`src/rtl/uart_pkg.sv`:
```
// UART shared definitions: FSM state encoding and bit-timing derivation.
// Intended for reuse by both the receiver and a future transmitter.
package uart_pkg;

  typedef enum logic [1:0] {
    IDLE  = 2'd0,
    START = 2'd1,
    DATA  = 2'd2,
    STOP  = 2'd3
  } uart_state_e;

  function automatic int clks_per_bit(int clk_freq, int baud);
    return clk_freq / baud;
  endfunction

  function automatic int half_bit(int cpb);
    return cpb / 2;
  endfunction

endpackage

```
`src/rtl/uart_sync.sv`:
```
// Two-flop synchronizer for the asynchronous serial line; resets to idle (1).
// Ports: clk, rst_n (sync, active-low), d (async in), q (synchronized out).
module uart_sync (
  input  logic clk,
  input  logic rst_n,
  input  logic d,
  output logic q
);

  logic [1:0] s_q;
  logic [1:0] s_d;

  always_comb begin
    s_d = {s_q[0], d};
  end

  always_ff @(posedge clk) begin
    if (!rst_n) begin
      s_q <= 2'b11;
    end else begin
      s_q <= s_d;
    end
  end

  assign q = s_q[1];

endmodule

```
`src/rtl/uart_rx.sv`:
```
// UART receiver, 8N1, LSB first, single held byte with sticky error flags.
// Ports: clk, rst_n, rxd, rd -> data, valid, frame_err, overrun, busy.
module uart_rx
  import uart_pkg::*;
#(
  parameter int CLK_FREQ = 50000000,
  parameter int BAUD     = 115200
) (
  input  logic       clk,
  input  logic       rst_n,
  input  logic       rxd,
  input  logic       rd,
  output logic [7:0] data,
  output logic       valid,
  output logic       frame_err,
  output logic       overrun,
  output logic       busy
);

  localparam int CPB  = clks_per_bit(CLK_FREQ, BAUD);
  localparam int HALF = half_bit(CPB);
  localparam int CW   = (CPB > 1) ? $clog2(CPB) : 1;

  localparam logic [CW-1:0] CNT_LAST = CW'(CPB - 1);
  localparam logic [CW-1:0] CNT_HALF = CW'(HALF - 1);

  logic rxs;

  uart_sync u_sync (
    .clk  (clk),
    .rst_n(rst_n),
    .d    (rxd),
    .q    (rxs)
  );

  uart_state_e   state_q, state_d;
  logic [CW-1:0] cnt_q, cnt_d;
  logic [2:0]    idx_q, idx_d;
  logic [7:0]    shift_q, shift_d;
  logic [7:0]    data_q, data_d;
  logic          valid_q, valid_d;
  logic          fe_q, fe_d;
  logic          ovr_q, ovr_d;
  logic          busy_q, busy_d;
  logic          brk_q, brk_d;
  logic          done;

  always_comb begin
    state_d = state_q;
    cnt_d   = cnt_q;
    idx_d   = idx_q;
    shift_d = shift_q;
    brk_d   = brk_q;
    done    = 1'b0;

    unique case (state_q)
      IDLE: begin
        // After a framing error the line must return high
        // before a new start bit is accepted.
        if (brk_q) begin
          if (rxs) brk_d = 1'b0;
        end else if (!rxs) begin
          state_d = START;
          cnt_d   = '0;
        end
      end
      START: begin
        if (cnt_q == CNT_HALF) begin
          cnt_d   = '0;
          idx_d   = '0;
          state_d = rxs ? IDLE : DATA;
        end else begin
          cnt_d = cnt_q + 1'b1;
        end
      end
      DATA: begin
        if (cnt_q == CNT_LAST) begin
          shift_d[idx_q] = rxs;
          cnt_d          = '0;
          idx_d          = idx_q + 1'b1;
          if (idx_q == 3'd7) state_d = STOP;
        end else begin
          cnt_d = cnt_q + 1'b1;
        end
      end
      STOP: begin
        if (cnt_q == CNT_LAST) begin
          cnt_d   = '0;
          state_d = IDLE;
          done    = 1'b1;
          if (!rxs) brk_d = 1'b1;
        end else begin
          cnt_d = cnt_q + 1'b1;
        end
      end
      default: state_d = IDLE;
    endcase
  end

  always_comb begin
    data_d  = data_q;
    valid_d = valid_q;
    fe_d    = fe_q;
    ovr_d   = ovr_q;
    busy_d  = (state_d != IDLE);

    if (rd) begin
      valid_d = 1'b0;
      fe_d    = 1'b0;
      ovr_d   = 1'b0;
    end

    // A pop in the completion cycle frees the slot for the new byte.
    if (done) begin
      if (rxs) begin
        if (!valid_q || rd) begin
          data_d  = shift_q;
          valid_d = 1'b1;
        end else begin
          ovr_d = 1'b1;
        end
      end else begin
        fe_d = 1'b1;
      end
    end
  end

  always_ff @(posedge clk) begin
    if (!rst_n) begin
      state_q <= IDLE;
      cnt_q   <= '0;
      idx_q   <= '0;
      shift_q <= '0;
      data_q  <= '0;
      valid_q <= 1'b0;
      fe_q    <= 1'b0;
      ovr_q   <= 1'b0;
      busy_q  <= 1'b0;
      brk_q   <= 1'b0;
    end else begin
      state_q <= state_d;
      cnt_q   <= cnt_d;
      idx_q   <= idx_d;
      shift_q <= shift_d;
      data_q  <= data_d;
      valid_q <= valid_d;
      fe_q    <= fe_d;
      ovr_q   <= ovr_d;
      busy_q  <= busy_d;
      brk_q   <= brk_d;
    end
  end

  assign data      = data_q;
  assign valid     = valid_q;
  assign frame_err = fe_q;
  assign overrun   = ovr_q;
  assign busy      = busy_q;

endmodule

```
`config.mk`:
```
export PLATFORM = sky130hd
export DESIGN_NAME = uart_rx
export DESIGN_NICKNAME = d
export VERILOG_FILES = /design/src/rtl/uart_pkg.sv /design/src/rtl/uart_sync.sv /design/src/rtl/uart_rx.sv
export SDC_FILE = /design/constraint.sdc
export NUM_CORES = 1
export LEC_CHECK = 0
export BUFFER_PORTS_ARGS = -buffer_cell sky130_fd_sc_hd__clkbuf_2
export CAP_MARGIN = 20
export CORE_ASPECT_RATIO = 0.8
export CORE_MARGIN = 1
export CORE_UTILIZATION = 40
export DETAILED_ROUTE_END_ITERATION = 8
export PLACE_DENSITY_LB_ADDON = 0.2
export SKIP_CTS_REPAIR_TIMING = 1
export SKIP_LAST_GASP = 1
export SLEW_MARGIN = 15
export SYNTH_ARGS = -nofsm -noshare
export SYNTH_HDL_FRONTEND = slang
export SYNTH_HIERARCHICAL = 1
export SYNTH_SLANG_ARGS = --single-unit
```
`constraint.sdc`:
```
create_clock -name clk -period 3.2 [get_ports clk]
set_input_delay 0.16 -clock clk [delete_from_list [all_inputs] [get_ports clk]]
set_output_delay 0.16 -clock clk [all_outputs]
set_load 0.05 [all_outputs]
```
==> results of run 1 <==
==> stage by stage <==
stage	instances	cell area (um^2)	utilization	power (uW)	worst slack, ps
after floorplan	203	1843	-	502.3	1446
after global placement	266	1958	0.4544	513.7	1242
after detailed placement	266	1958	0.4544	514.1	1178
after CTS	274	2074	0.4814	926.8	1164
after global routing	274	2074	0.4814	953.4	1015
final	274	2074	0.4814	918.4	1180
==> power by group through the flow <==
stage / Clock [uW] / Combinational [uW] / Sequential, uW
3_3_place_gp: 0 / 35.4 / 478
6_report: 415 / 35.5 / 468
2_1_floorplan: 0 / 23.5 / 479
3_5_place_dp: 0 / 35.7 / 478
5_1_grt: 446 / 39.2 / 468
4_1_cts: 423 / 35.6 / 468
==> metal layers <==
| metal | routed length (um) | vias up | part of all wire |
|---|---|---|---|
| li1 | - | 779 | - |
| met1 | 2234 | 676 | 0.58 |
| met2 | 1440 | 26 | 0.37 |
| met3 | 149 | 5 | 0.039 |
| met4 | 33 | 0 | 0.0086 |
| met5 | 0 | - | 0 |
==> state kept, by name, summed over array words and instances (netlist names) <==
name and flops:
cnt_q 9, u_sync/s_q 2, state_q 2, data 8
brk_q 1, overrun 1, idx_q 3, shift_q 8
busy 1, frame_err 1, valid 1
==> worst min path at each step <==
stage                      from  cells after the start  slack (ps)             to
after detailed placement    rxd                      2         340  u_sync/s_q[0]
after CTS                   rxd                      2          40  u_sync/s_q[0]
final                       rxd                      2          50  u_sync/s_q[0]
after floorplan           rst_n                      1         230  u_sync/s_q[0]
after global placement      rxd                      2         340  u_sync/s_q[0]
after global routing        rxd                      2          40  u_sync/s_q[0]
==> area by class of cell <==
cell class | instances | area, um^2 | share of cell area
flip-flops and latches | 37 | 740.7 | 0.3571
well taps | 57 | 71.32 | 0.03438
inverters | 6 | 22.52 | 0.01086
repair buffers | 17 | 90.09 | 0.04343
multi-input cells | 149 | 1033 | 0.4982
clock inverters | 1 | 30.03 | 0.01448
clock buffers | 7 | 86.33 | 0.04162
==> kinds of logic after synthesis <==
logic type	after synthesis	synth area share
buf+inv	17	0.03734
compound gates	43	0.1724
simple gates	85	0.2675
fa+ha+maj	5	0.03394
flops	37	0.4019
mux	16	0.08690
==> cells in the final DEF, fill, tap and decap left out, types with 4 or more instances in the layout <==
master and count:
a21oi_1 6, clkbuf_2 15, clkbuf_8 6, dfxtp_1 37, ha_1 5, inv_1 5
mux2i_1 16, nand2_1 22, nand2b_1 6, nand3_1 11, nand4_1 4, nor2_1 15
nor3_1 7, o311ai_0 4
==> results.py, run 1 <==
metrics = {
    "status": {
        "outcome": "completed",
    },
    "global_route": {
        "use_met3": 0.04380,
        "antenna_found_initial": 0,
        "top_usage_layer": "met1",
        "grt_usage": 0.1763,
        "grt_pass1_wl_mm": 6.720,
        "grt_max_degree": 29,
        "grt_pass1_vias": 1321,
        "grt_use_met1": 0.2748,
        "use_met2": 0.2312,
        "overflow": 0,
    },
    "synth": {
        "synth_seq_cells": 37,
        "syn_avg_cell_area_um2": 9.079,
        "ys_top_cells_by_count": "37 x dfxtp_1, 22 x nand2_1, 16 x mux2i_1",
        "yosysMostFrequentCell": "dfxtp_1",
        "yosys.area.top_type_share": 0.4019,
        "synth_top_area_cell": "dfxtp_1",
        "dominantRegCellSynth": "dfxtp_1",
        "async_flop_share": 0,
        "synth-edff-count": 0,
        "synth_cell_types": 49,
        "synthTopCellsByArea": "dfxtp_1 40%, mux2i_1 8.7%, nand2_1 4.5%, ha_1 3.4%, nor2_1 3.1%",
        "ys_warn_count": 6,
        "synth_cells": 203,
        "yosysSeqAreaShare": 0.4019,
        "syn_nets": 212,
        "syn_area_um2": 1843,
    },
    "flow_run": {
        "cap_viol_max_count": 0,
    },
    "worst_hold_path": {
        "hold_path.class": "in2reg",
    },
    "clocking": {
        "h-tree-depth": 2,
        "numCtsBuffers": 5,
        "cts.sinks": 37,
        "cts.clk_slew.worst_paths_ps": 80,
        "clk_path_buf_depth": 2,
        "root_buffer": "clkbuf_8",
        "clock_latency_ps": 280,
        "cts_tree": "yes",
    },
    "pwr": {
        "clockPowerShare": 0.452,
        "powerDensity_nw_per_um2": 442.7,
        "switching_power_uw": 190.9,
        "p_comb_frac": 0.039,
        "p_sw_frac": 0.2079,
        "vdd.ir_drop.worst_uv": 244.0,
        "intPower_uw": 727.5,
        "seqPwrFrac": 0.510,
        "leakage_uw": 0.0007509,
    },
    "final_layout": {
        "antenna_cells": 0,
        "areaGrowthSynthToFinish_pct": 12.56,
        "drive_gt1_frac": 0.1613,
        "final_nets": 225,
        "num-fill-cells": 433,
    },
    "sta": {
        "setup-tns-final_ps": 0,
        "worst_pin_slew_ps": 779.4,
        "fin_worst_skew_ps": 8.576,
        "finalSetupViolCount": 0,
        "fin_crit_sh": 0.6311,
        "fin_crit_ps": 2020,
        "rsz0062_at_grt": "false",
        "slew_headroom": 0.4765,
        "max_freq_mhz": 495.2,
        "hold-worst-slack_ps": 48.28,
        "drv_slew": 0,
        "hold_viol_final": 0,
    },
    "critical_path": {
        "cp_max_fo": 8,
        "r2r_end": "data[0]",
        "slowest_delay_ps": 740,
        "critPathLaunchType": "flop",
        "r2r-start": "cnt_q[0]",
        "crit_path_start": "cnt_q[0]",
        "end_kind": "flop",
        "r2r_slack_ps": 1180,
        "critPathRequiredTime_ps": 3370,
        "reg2reg_depth": 5,
        "path_buf_inv": 0,
        "cp.arrival_ps": 2190,
        "slowest_stage": "nor4_4",
        "worstSetupPathType": "reg2reg",
        "endpoint": "data[0]",
        "path_depth": 5,
        "cp_cell_sequence": "ha_1 -> nand4bb_4 -> nor4_4 -> mux2i_1 -> nor2_1",
        "cp_top_family": "simple AND/OR/NAND/NOR gates",
    },
    "floorplanning": {
        "die-area_um2": 4884,
        "chipHeight_um": 62.71,
        "core_um2": 4309,
        "start_util": 0.4277,
        "num_rows": 21,
        "ios": 16,
        "die_w_um": 77.89,
    },
    "routing": {
        "dr.first_iter.drc_count": 117,
        "wl_per_cell_um": 14.08,
        "route.antenna.remaining_nets": 0,
        "drtPass1Iterations": 4,
        "via_per_inst": 5.423,
        "drc": 0,
        "wirelength_mm": 3.857,
        "vias": 1486,
    },
    "place": {
        "hpwl_mm": 2.626,
        "io_buffers": 15,
        "place_congestion": 0.7842,
    },
}
Note: power is estimated with default switching activity, not from simulation.
==> run 2, diff against run 1 <==
==> constraint.sdc (replaced) <==
create_clock -name clk -period 2 [get_ports clk]
set_input_delay 0.1 -clock clk [delete_from_list [all_inputs] [get_ports clk]]
set_output_delay 0.1 -clock clk [all_outputs]
set_load 0.05 [all_outputs]
==> results.py, run 2 (same netlist as run 1, synthesis figures left out) <==
metrics = {
    "status": {
        "outcome": "completed",
    },
    "final_layout": {
        "largest-register": "cnt_q",
        "final_common_cell": "dfxtp_1",
        "post-route-util": 0.4956,
        "areaGrowthSynthToFinish_pct": 15.89,
        "final_cell_mix": "37 x dfxtp_1, 22 x nand2_1, 16 x mux2i_1",
        "largest_register_ffs": 9,
        "final_nets": 233,
        "drive_gt1_frac": 0.1911,
        "antenna_cells": 0,
    },
    "routing": {
        "drtPass1Iterations": 4,
        "wl_per_cell_um": 14.13,
        "dr.first_iter.drc_count": 115,
        "via_per_inst": 5.379,
        "route.antenna.remaining_nets": 0,
        "drc": 0,
        "wirelength_mm": 3.984,
        "vias": 1517,
    },
    "sta": {
        "rsz0062_at_grt": "false",
        "slew_headroom": 0.7160,
        "worst_pin_slew_ps": 422.8,
        "finalSetupViolCount": 0,
        "setup_ws_ps": 153.4,
        "drv_slew": 0,
        "fin_crit_ps": 1847,
        "hold_viol_final": 0,
        "max_freq_mhz": 541.5,
        "setup-tns-final_ps": 0,
        "fin_worst_skew_ps": 7.708,
        "fin_crit_sh": 0.9233,
    },
    "critical_path": {
        "worstSetupPathType": "reg2reg",
        "critPathLaunchType": "flop",
        "end_kind": "flop",
        "cp_max_fo": 6,
        "crit_path_start": "cnt_q[1]",
        "critPathRequiredTime_ps": 2160,
        "r2r-start": "cnt_q[1]",
        "cp.arrival_ps": 2010,
    },
    "place": {
        "hpwl_mm": 2.834,
        "place_congestion": 0.8636,
        "io_buffers": 15,
        "pre_cts_ws_ps": 189.5,
    },
    "flow_run": {
        "cap_viol_max_count": 0,
    },
    "floorplanning": {
        "start_util": 0.4277,
        "num_rows": 21,
        "ios": 16,
        "core_um2": 4309,
        "die-area_um2": 4884,
        "chipHeight_um": 62.71,
        "die_w_um": 77.89,
    },
    "pwr": {
        "leakage_uw": 0.0007873,
        "powerDensity_nw_per_um2": 686.1,
        "vdd.ir_drop.worst_uv": 387.6,
    },
    "global_route": {
        "grt_max_degree": 19,
        "overflow": 0,
        "grt_pass1_wl_mm": 7.017,
        "antenna_found_initial": 0,
        "grt_pass1_vias": 1401,
        "grt_usage": 0.1837,
    },
    "clocking": {
        "root_buffer": "clkbuf_8",
        "numCtsBuffers": 5,
        "cts_tree": "yes",
        "cts.clk_slew.worst_paths_ps": 80,
        "clock_latency_ps": 290,
        "h-tree-depth": 2,
        "clk_path_buf_depth": 2,
        "cts.sinks": 37,
    },
    "worst_hold_path": {
        "min-delay-start": "rd",
        "hold_path.class": "in2reg",
    },
}
-- run 2: cell count changes in the layout (fill, tap and decap cells not counted), sizes merged --
cell / change
clkinv: +1
clkinvlp: +1
buf: +7
dlygate4sd3: +1
clkbuf: -2
-- run 2: layer usage --
layer	track usage	vias up	share of wire
met5	0	-	0
met4	0.06944	0	0.012
met3	0.04380	5	0.031
met2	0.2511	23	0.39
met1	0.2745	692	0.57
li1	-	797	-
-- run 2: area by class of cell --
type	count	area [um^2]
Fill cell	439	2173
Multi-Input combinational cell	149	1033
Sequential cell	37	740.7
Timing Repair Buffer	25	152.6
Tap cell	57	71.32
Clock buffer	5	68.82
Clock inverter	3	46.29
Inverter	6	22.52
-- run 2: worst paths after layout --
| check | endpoint | slack (ps) | cells after the start |
|---|---|---|---|
| setup reg to reg | shift_q[5] | 150 | 7 |
| hold reg to reg | u_sync/s_q[1] | 410 | 1 |
| hold / removal | overrun | 10 | 2 |
| setup / recovery | shift_q[5] | 150 | 7 |
-- run 2: report_power, final --
part / internal (uW) / switching [uW]
Sequential: 741 / 5.68
Combinational: 23.0 / 43.7
Clock: 373 / 278
Total: 1140 / 328
-- run 2: metrics by stage --
| stage | hold slack [ps] | power (uW) | std cells | instance area [um^2] |
|---|---|---|---|---|
| floorplan | 173.0 | 803.7 | 203 | 1843 |
| global placement | 286.2 | 829.8 | 273 | 2011 |
| detailed placement | 290.1 | 829.6 | 273 | 2011 |
| CTS | -23.87 | 1485 | 281 | 2126 |
| global route | 16.80 | 1526 | 282 | 2136 |
| finish | 13.45 | 1465 | 282 | 2136 |
-- run 2: critical path, cell delays in order (launching register included) --
cell and delay (ps):
dfxtp_1 360, inv_1 90, ha_1 200, nor4bb_1 220, buf_4 190, nand4_1 170
o311ai_0 350, o41ai_1 130
==> run 3, diff against run 2 <==
--- a/config.mk
+++ b/config.mk
@@ -10,7 +10,9 @@
 export CORE_ASPECT_RATIO = 0.8
 export CORE_MARGIN = 1
 export CORE_UTILIZATION = 40
+export CTS_BUF_LIST = sky130_fd_sc_hd__clkbuf_8
 export DETAILED_ROUTE_END_ITERATION = 8
+export GPL_TIMING_DRIVEN = 0
 export PLACE_DENSITY_LB_ADDON = 0.2
 export SKIP_CTS_REPAIR_TIMING = 1
 export SKIP_LAST_GASP = 1
==> results.py, run 3 (same netlist as run 1, synthesis figures left out) <==
metrics = {
    "status": {
        "outcome": "finished with violations",
        "violations": "hold timing",
    },
    "clocking": {
        "root_buffer": "clkbuf_8",
        "h-tree-depth": 2,
        "cts_tree": "yes",
        "cts.clk_slew.worst_paths_ps": 70,
        "numCtsBuffers": 5,
        "cts.sinks": 37,
        "clk_path_buf_depth": 2,
        "clock_latency_ps": 290,
    },
    "worst_hold_path": {
        "hold_path.class": "in2reg",
        "worstHoldEndpoint": "u_sync/s_q[0]",
        "min_path_cells": 2,
        "min-delay-start": "rst_n",
    },
    "sta": {
        "fin_crit_ps": 1860,
        "rsz0062_at_grt": "false",
        "setup_ws_ps": 140.2,
        "finalSetupViolCount": 0,
        "slew_headroom": 0.6677,
        "max_freq_mhz": 537.7,
        "fin_worst_skew_ps": 7.408,
        "fin_crit_sh": 0.9299,
        "drv_slew": 0,
        "setup-tns-final_ps": 0,
        "hold_viol_final": 2,
        "hold-worst-slack_ps": -6.214,
        "worst_pin_slew_ps": 498.4,
    },
    "final_layout": {
        "multiInputGateArea_um2": 1062,
        "stdcell_count": 284,
        "antenna_cells": 0,
        "num-fill-cells": 419,
        "largest_register_ffs": 9,
        "finish.instance_area_um2": 2168,
        "largest-register": "cnt_q",
        "ff_latch_area_um2": 742.0,
        "final_cell_mix": "36 x dfxtp_1, 22 x nand2_1, 16 x mux2i_1, 16 x clkbuf_2, 15 x nor2_1",
        "final_common_cell": "dfxtp_1",
        "final_nets": 235,
        "areaGrowthSynthToFinish_pct": 17.65,
        "drive_gt1_frac": 0.1806,
    },
    "routing": {
        "route.antenna.remaining_nets": 0,
        "vias": 1582,
        "wirelength_mm": 4.102,
        "drtPass1Iterations": 5,
        "wl_per_cell_um": 14.44,
        "via_per_inst": 5.570,
        "dr.first_iter.drc_count": 107,
        "drc": 0,
    },
    "global_route": {
        "use_met2": 0.2600,
        "use_met3": 0.04526,
        "grt_usage": 0.1886,
        "grt_use_met1": 0.2782,
        "top_usage_layer": "met1",
        "overflow": 0,
        "grt_pass1_wl_mm": 7.203,
        "antenna_found_initial": 0,
        "grt_max_degree": 13,
        "grt_pass1_vias": 1484,
    },
    "floorplanning": {
        "core_um2": 4309,
        "die-area_um2": 4884,
        "die_w_um": 77.89,
        "chipHeight_um": 62.71,
        "start_util": 0.4277,
        "ios": 16,
        "num_rows": 21,
    },
    "critical_path": {
        "reg2reg_depth": 7,
        "critPathRequiredTime_ps": 2220,
        "end_kind": "flop",
        "r2r-start": "cnt_q[1]",
        "r2r_end": "frame_err",
        "cp_max_fo": 6,
        "critPathLaunchType": "flop",
        "r2r_slack_ps": 140,
        "worstSetupPathType": "reg2reg",
        "cp.arrival_ps": 2080,
    },
    "pwr": {
        "seqPwrFrac": 0.501,
        "powerDensity_nw_per_um2": 687.0,
        "p_sw_frac": 0.2175,
        "leakage_uw": 0.0007840,
        "intPower_uw": 1166,
        "vdd.ir_drop.worst_uv": 350.4,
        "p_comb_frac": 0.043,
        "clockPowerShare": 0.456,
        "switching_power_uw": 324.0,
    },
    "place": {
        "pre_cts_ws_ps": -42.70,
        "place_congestion": 0.7932,
        "post_dp_cell_area_um2": 1989,
        "placed_cells": 275,
        "hpwl_mm": 2.905,
        "io_buffers": 15,
    },
    "flow_run": {
        "cap_viol_max_count": 0,
    },
}
-- run 3: power by group through the flow --
| stage | combinational [uW] | sequential, uW | clock (uW) |
|---|---|---|---|
| after CTS | 60.7 | 746 | 697 |
| final | 63.8 | 746 | 680 |
| after detailed placement | 60.4 | 763 | 0 |
| after global routing | 72.8 | 747 | 724 |
| after floorplan | 37.7 | 766 | 0 |
| after global placement | 60.8 | 763 | 0 |
-- run 3: per-stage QoR --
stage	util	total power (uW)
floorplan	-	803.7
global placement	0.4617	823.9
detailed placement	0.4617	823.6
CTS	0.4895	1503
global route	0.5032	1544
finish	0.5032	1490
-- run 3: per-layer routing --
layer  vias to the layer above  share of wire
met1                       745           0.53
met3                         5          0.055
met5                         -              0
met2                        40           0.40
li1                        792              -
met4                         0          0.012
-- run 3: cell type report --
cell class	instances	area share
Clock inverter	2	0.01731
Sequential cell	37	0.3422
Clock buffer	6	0.03808
Multi-Input combinational cell	149	0.4899
Timing Repair Buffer	17	0.04847
Buffer	10	0.02077
Inverter	6	0.01039
Tap cell	57	0.03289
-- run 3: worst max-delay path, cell delays in order (launching register included) --
cell	delay, ps
dfxtp_1	360
inv_1	100
ha_1	220
nor4bb_1	220
buf_2	230
nand2_1	160
or3_1	390
a21oi_1	120
-- run 3: how the worst max path moves through the flow --
stage,start,endpoint
floorplan,cnt_q[0],data[0]
CTS,cnt_q[0],idx_q[1]
global route,cnt_q[1],shift_q[3]
finish,cnt_q[1],frame_err
detailed placement,cnt_q[0],idx_q[1]
global placement,cnt_q[0],idx_q[1]
